File: src/rtl/imm_encoder.sv
// RV32I instruction packer: places an immediate and register/opcode fields into a 32-bit word
// behind a single output register stage, flagging immediates the selected format cannot hold.
package imm_pkg;
    localparam logic [2:0] ITYPE = 3'd0;
    localparam logic [2:0] STYPE = 3'd1;
    localparam logic [2:0] BTYPE = 3'd2;
    localparam logic [2:0] UTYPE = 3'd3;
    localparam logic [2:0] JTYPE = 3'd4;
endpackage

module imm_encoder
    import imm_pkg::*;
#(
    parameter int CNT_W = 16
) (
    input  logic             clk,
    input  logic             rst_n,
    input  logic             in_valid,
    output logic             in_ready,
    input  logic [2:0]       imm_ctrl,
    input  logic [31:0]      imm,
    input  logic [6:0]       opcode,
    input  logic [4:0]       rd,
    input  logic [4:0]       rs1,
    input  logic [4:0]       rs2,
    input  logic [2:0]       funct3,
    output logic             out_valid,
    input  logic             out_ready,
    output logic [31:0]      instr,
    output logic             err_range,
    output logic             err_align,
    output logic             err_fmt,
    output logic [CNT_W-1:0] err_count
);

    logic             valid_q;
    logic [31:0]      instr_q, instr_d;
    logic             range_q, range_d;
    logic             align_q, align_d;
    logic             fmt_q, fmt_d;
    logic [CNT_W-1:0] count_q;
    logic             accept;
    logic             any_err;

    assign in_ready = !valid_q || out_ready;
    assign accept   = in_valid && in_ready;
    assign any_err  = range_d || align_d || fmt_d;

    // A value fits in N signed bits when every bit from N-1 upward equals the sign bit.
    always_comb begin
        instr_d = {25'b0, opcode};
        range_d = 1'b0;
        align_d = 1'b0;
        fmt_d   = 1'b0;
        case (imm_ctrl)
            ITYPE: begin
                instr_d = {imm[11:0], rs1, funct3, rd, opcode};
                range_d = (imm[31:11] != '0) && (imm[31:11] != '1);
            end
            STYPE: begin
                instr_d = {imm[11:5], rs2, rs1, funct3, imm[4:0], opcode};
                range_d = (imm[31:11] != '0) && (imm[31:11] != '1);
            end
            BTYPE: begin
                instr_d = {imm[12], imm[10:5], rs2, rs1, funct3, imm[4:1], imm[11], opcode};
                range_d = (imm[31:12] != '0) && (imm[31:12] != '1);
                align_d = imm[0];
            end
            UTYPE: begin
                instr_d = {imm[31:12], rd, opcode};
                align_d = |imm[11:0];
            end
            JTYPE: begin
                instr_d = {imm[20], imm[10:1], imm[11], imm[19:12], rd, opcode};
                range_d = (imm[31:20] != '0) && (imm[31:20] != '1);
                align_d = imm[0];
            end
            default: fmt_d = 1'b1;
        endcase
    end

    always_ff @(posedge clk or negedge rst_n) begin
        if (!rst_n) begin
            valid_q <= 1'b0;
            instr_q <= '0;
            range_q <= 1'b0;
            align_q <= 1'b0;
            fmt_q   <= 1'b0;
            count_q <= '0;
        end else begin
            if (accept) begin
                valid_q <= 1'b1;
                instr_q <= instr_d;
                range_q <= range_d;
                align_q <= align_d;
                fmt_q   <= fmt_d;
                if (any_err && (count_q != {CNT_W{1'b1}}))
                    count_q <= count_q + 1'b1;
            end else if (out_ready) begin
                valid_q <= 1'b0;
            end
        end
    end

    assign out_valid = valid_q;
    assign instr     = instr_q;
    assign err_range = range_q;
    assign err_align = align_q;
    assign err_fmt   = fmt_q;
    assign err_count = count_q;

endmodule

File: config.mk
export PLATFORM = sky130hd
export DESIGN_NAME = imm_encoder
export DESIGN_NICKNAME = d
export VERILOG_FILES = /design/src/rtl/imm_encoder.sv
export SDC_FILE = /design/constraint.sdc
export NUM_CORES = 1
export LEC_CHECK = 0
export CELL_PAD_IN_SITES_DETAIL_PLACEMENT = 0
export CELL_PAD_IN_SITES_GLOBAL_PLACEMENT = 2
export CORE_ASPECT_RATIO = 0.5
export CORE_MARGIN = 2
export CORE_UTILIZATION = 23
export DETAILED_ROUTE_END_ITERATION = 8
export GPL_TIMING_DRIVEN = 0
export PLACE_DENSITY = 0.85
export SETUP_SLACK_MARGIN = 0.05
export SYNTH_ARGS = -nofsm -noshare
export SYNTH_HDL_FRONTEND = slang
export SYNTH_SLANG_ARGS = --single-unit
File: constraint.sdc
create_clock -name clk -period 1.7 [get_ports clk]
set_input_delay 0.255 -clock clk [delete_from_list [all_inputs] [get_ports clk]]
set_output_delay 0.255 -clock clk [all_outputs]
set_load 0.01 [all_outputs]
==> results of run 1 <==
state kept, by name, summed over array words and instances (netlist names):
signal and count:
out_valid 1, err_range 1, instr 32, err_align 1, err_count 16, err_fmt 1
layer usage:
| metal | share of wire | wire length [um] | track usage |
|---|---|---|---|
| met1 | 0.45 | 5130 | 0.210 |
| met2 | 0.52 | 5940 | 0.283 |
| met3 | 0.029 | 335 | 0.0247 |
| met4 | 0.0065 | 75 | 0.0259 |
| met5 | 0 | 0 | 0 |
area by class of cell:
cell class,count,area (um^2)
fill,1291,7630
multi-input combinational,258,1930
timing repair buffer,156,1480
sequential,52,1310
tap,170,213
buffer,23,161
clock buffer,6,139
clock inverter,2,38.8
inverter,5,18.8
how the worst min path moves through the flow:
| stage | start | endpoint | slack (ns) | depth (start not counted) |
|---|---|---|---|---|
| 2_1_floorplan | rst_n | err_align | -0.04 | 0 |
| 3_3_place_gp | instr[1] | instr[1] | 0.46 | 2 |
| 3_5_place_dp | rst_n | instr[18] | 0.22 | 1 |
| 4_1_cts | imm[27] | instr[27] | 0.21 | 3 |
| 5_1_grt | imm[27] | instr[27] | 0.22 | 3 |
| 6_report | imm[27] | instr[27] | 0.22 | 3 |
stage by stage:
| stage | power [mW] | hold WS (ns) | instances | area [um^2] | worst slack (ns) |
|---|---|---|---|---|---|
| floorplan | 2.17 | -0.0406 | 339 | 3130 | -0.0962 |
| global placement | 2.92 | 0.461 | 624 | 4500 | -1.42 |
| detailed placement | 2.95 | 0.216 | 625 | 4510 | -0.845 |
| CTS | 4.42 | 0.214 | 660 | 5130 | -0.0929 |
| global route | 4.69 | 0.225 | 672 | 5290 | -0.218 |
| finish | 4.43 | 0.216 | 672 | 5290 | -0.109 |
cells in the final DEF (no fill, tap or decap), types with 6 or more instances in the layout:
cell              n
clkbuf_1          6
nor2b_1          18
buf_2            14
mux2_2           10
clkdlybuf4s50_1  77
a221oi_1          7
buf_4            29
buf_6            19
nor2_1           30
nand4_1           6
dfrtp_1          49
o21a_1            7
a22oi_1           9
clkbuf_2         16
nand2_1          43
a21oi_1          27
o21ai_0          14
o221ai_1          7
xor2_1           11
cells by family after synthesis:
family                   after synthesis  synth area share
multiplexers                          12            0.0431
buffers and inverters                 29            0.0443
adder cells (fa/ha/maj)                1           0.00403
flip-flops                            52             0.419
AND/OR/NAND/NOR                      132             0.209
XOR/XNOR                              16            0.0475
AO/OA/AOI/OAI                         97             0.234
timing repair:
item                       4_1_cts  5_1_grt
resized for setup              171       58
setup endpoints to repair       51       32
pin swaps                       33       27
hold buffers                     1        0
gates cloned                     2        0
buffers inserted                24       14
hold endpoints to repair        15        0
report_power, final:
part           total, mW  internal, mW  switching [mW]
clock network       1.23         0.739           0.493
registers           1.60          1.43           0.168
logic               1.60         0.871           0.728
critical path: stages, from the launching register on:
cell and delay [ns]:
dfrtp_1 0.41, ha_4 0.18, and4_1 0.19, nand4_1 0.12
nand2_2 0.08, or3_4 0.37, a2111oi_4 0.22, xor2_1 0.17
Yosys cell counts (all sizes together), types with 2 or more instances:
library cell	number
xnor2	5
dfrtp	52
nand3b	2
and3	3
and2	2
a22oi	9
nand4	6
a2111oi	5
nor2b	19
and4	3
nand2b	3
inv	5
mux2	11
o221ai	7
xor2	11
a31oi	3
nand2	46
buf	11
a211oi	8
clkbuf	13
nand3	5
nor4	8
o21a	7
o21ai	16
nor2	31
a21oi	30
a221oi	7
==> results_dict.tcl, run 1 <==
set metrics [dict create \
    status "finished with violations" \
    violations "setup timing" \
    nets 566 \
    clkTransAtPathRegs_ns 0.07 \
    powerDensity_mw_per_mm2 839 \
    io_buffers 115 \
    grt_pass1_wl_um 18100 \
    setup-tns-final_ns -0.343 \
    cts_root_buffer "clkbuf_16" \
    routed_wl_um 11500 \
    finalHoldViolations 0 \
    endpoint "err_count[7]" \
    timing.rr.end "err_count[7]" \
    required_ns 1.92 \
    hp-class "in2reg" \
    worst_pin_slew_ns 0.599 \
    core-area_mm2 0.0129 \
    synth_top_area_cell "dfrtp_1" \
    maxCapViolCount 0 \
    syn_avg_cell_area_um2 9.16 \
    period_share 1.06 \
    cts.path.max_buffers 2 \
    h-tree-depth 2 \
    area.growth.synth_to_final_pct 70.1 \
    grt_max_degree 38 \
    slew_violations 0 \
    cts_inserted_buffers 5 \
    grt_overflow_total 0 \
    r2r_slack_ns -0.11 \
    criticalPathCategory "reg2reg" \
    rsz0062_at_grt "true" \
    slew_headroom 0.600 \
    dr.pass1.iters 4 \
    ys_warn_count 0 \
    arrival_ns 2.03 \
    r2r-start "err_count[0]" \
    synth_edf_count 0 \
    synth-seq-cells 52 \
    synth_ff_type "dfrtp_1" \
    critPathCaptureType "register" \
    via_per_inst 4.77 \
    die_w_um 168 \
    cp-start-kind "register" \
    synth_cell_type_count 45 \
    crit_path_max_fanout 3 \
    synth.area.top_cells "dfrtp_1 42%, nand2_1 5.6%, a21oi_1 4.8%" \
    ant_nets 0 \
    antenna_found_initial 0 \
    ys_seq_area_frac 0.419 \
    cts_sinks 52 \
    post_drt_wl_per_cell_um 17.1 \
    drive_above_1_share 0.307 \
    synth_area_mm2 0.00311 \
    die_y_um 86.2 \
    syn_nets 404 \
    p_leak_nw 2.18 \
    gp_congestion 0.792 \
    synth.top_cell.area_share 0.419 \
    gr-usage-all-layers 0.159 \
    fmax_ghz 0.553 \
    die_area_mm2 0.0145 \
    post-route-util 0.409 \
    r2r_cells 7 \
    first_iter_violations 127 \
    dp_hpwl_um 8300 \
    grt_pass1_vias 3202 \
    final-setup-viol-count 7 \
    netlist_instances 339 \
    peakVddDrop_v 0.000627 \
    setup.worst_path.start "err_count[0]" \
    io_pins 117 \
    drc_errors 0 \
    tritoncts "built" \
    clk_latency_ns 0.29 \
    start_util 0.241 \
    insertedDiodeCount 0 \
    floorplan.rows 29 \
    layout_setup_ws_ns -0.109 \
    finalCriticalPeriod_ns 1.81 \
    clock_skew_ns 0.00583 \
    ys_async_sr_fraction 1.00 \
    via_count 3207 \
]
(Power assumes the default switching activity.)
==> run 2: changes to the inputs <==
- SKIP_CTS_REPAIR_TIMING: default -> 1
==> run 2 against run 1 <==
Net effect: combinational power is 4% lower; highest routed layer unchanged; die area unchanged; fmax down 3.3%; sequential power about the same; first-iteration DRC count increased by 10%; clock power hardly changed; the flow still finishes with violations (setup timing); critical path type unchanged; clock skew about the same.
==> results_dict.tcl, run 2 (synthesis gave the netlist of run 1 again) <==
set metrics [dict create \
    status "finished with violations" \
    dpl_cell_area_mm2 0.00451 \
    dp.cells 625 \
    antenna_found_initial 0 \
    powerDensity_mw_per_mm2 841 \
    maxCapViolCount 0 \
    start_util 0.241 \
    holdWs_ns 0.261 \
    slew_violations 0 \
    layout_setup_ws_ns -0.171 \
    criticalPathCategory "reg2reg" \
    multiInputGateArea_mm2 0.00188 \
    required_ns 1.88 \
    critPathTopFamily "flip-flops" \
    final-setup-viol-count 10 \
    cts.path.max_buffers 2 \
    hp-class "in2reg" \
    dp_hpwl_um 8300 \
    core-area_mm2 0.0129 \
    post_drt_wl_per_cell_um 16.8 \
    slew_headroom 0.618 \
    h-tree-depth 2 \
    r2r_slack_ns -0.17 \
    area.growth.synth_to_final_pct 67.7 \
    cp-start-kind "register" \
    dr.pass1.iters 4 \
    finalHoldViolations 0 \
    die_area_mm2 0.0145 \
    via_per_inst 4.74 \
    largest_register_ffs 32 \
    layout_common_cells "78 x clkdlybuf4s50_1, 50 x dfrtp_1, 43 x nand2_1" \
    drc_errors 0 \
    io_buffers 115 \
    cts_root_buffer "clkbuf_16" \
    nets 557 \
    path_cells "ha_4 -> and4_1 -> nand4_1 -> nand2_2 -> buf_4 -> buf_4 -> a21oi_4 -> mux2_2" \
    clk_latency_ns 0.30 \
    drive_above_1_share 0.249 \
    clkTransAtPathRegs_ns 0.07 \
    grt_pass1_vias 2951 \
    die_y_um 86.2 \
    first_iter_violations 140 \
    grt_max_degree 38 \
    stdcell_area_mm2 0.00521 \
    fin_cells 663 \
    grt_pass1_wl_um 16900 \
    die_w_um 168 \
    cts_inserted_buffers 5 \
    peakVddDrop_v 0.000624 \
    grt_overflow_total 0 \
    tritoncts "built" \
    gp_congestion 0.792 \
    routed_wl_um 11100 \
    critPathCaptureType "register" \
    finalCriticalPeriod_ns 1.87 \
    seq_area_mm2 0.00130 \
    insertedDiodeCount 0 \
    dp_slack_ns -0.845 \
    floorplan.rows 29 \
    io_pins 117 \
    violations "setup timing" \
    fmax_ghz 0.535 \
    critPathMaxStageDelay_ns 0.43 \
    period_share 1.10 \
    final_common_cell "clkdlybuf4s50_1" \
    worst-path-buf-inv 2 \
    rsz0062_at_grt "true" \
    crit_path_frequent_cell "buf_4" \
    crit_path_max_fanout 4 \
    fill_cells 1284 \
    post-route-util 0.403 \
    cts_sinks 52 \
    p_leak_nw 2.27 \
    worst_pin_slew_ns 0.572 \
    clock_skew_ns 0.00609 \
    cpMaxStageDelayCell "dfrtp_1" \
    gr-usage-all-layers 0.149 \
    via_count 3140 \
    ant_nets 0 \
    arrival_ns 2.05 \
]
-- run 2: cell count changes in the layout (fill, tap and decap cells not counted), moves of 2 or more --
| cell | previous run | this run |
|---|---|---|
| buf_4 | 29 | 24 |
| buf_2 | 14 | 6 |
| clkbuf_1 | 6 | 4 |
| buf_6 | 19 | 5 |
| clkdlybuf4s15_2 | 2 | 0 |
| nor4_4 | 3 | 0 |
| dlymetal6s2s_1 | 2 | 21 |
| clkbuf_2 | 16 | 18 |
| nor4_2 | 3 | 6 |
| dlygate4sd2_1 | 2 | 0 |
| clkbuf_4 | 0 | 2 |
-- run 2: where the power goes --
part	switching (mW)	total, mW	internal, mW
combinational	0.679	1.54	0.856
clock	0.498	1.24	0.740
sequential	0.179	1.61	1.43
-- run 2: path summary, 6_finish.rpt --
kind / start / end / depth (start not counted)
worst max-delay path: err_count[1] / err_count[1] / 8
worst min-delay path: imm[27] / instr[27] / 3
worst max register to register: err_count[1] / err_count[1] / 8
worst min register to register: instr[31] / instr[31] / 2
max in group asynchronous: rst_n / err_count[0] / 3
min in group asynchronous: rst_n / instr[18] / 2
-- run 2: layer usage --
layer,GRT usage,up-vias,part of all wire
met5,0,-,0
met4,0.0235,0,0.0078
met3,0.0301,6,0.033
met2,0.250,54,0.50
met1,0.205,1551,0.46
li1,-,1529,-
-- run 2: cell type report --
class,instances,area share
Buffer,24,0.0339
Clock buffer,6,0.0267
Clock inverter,2,0.00744
Inverter,5,0.00360
Multi-Input combinational cell,258,0.361
Sequential cell,52,0.250
Tap cell,170,0.0408
Timing Repair Buffer,146,0.277
-- run 2: worst min-delay path, stage by stage --
cell	delay, ns
clkbuf_2	0.11
a221oi_1	0.07
nor2_1	0.08
-- run 2: through the flow --
stage,power (mW),setup TNS (ns)
floorplan,2.17,-0.225
global placement,2.92,-109.41
detailed placement,2.95,-34.87
CTS,4.20,-19.44
global route,4.64,-2.01
finish,4.38,-0.678
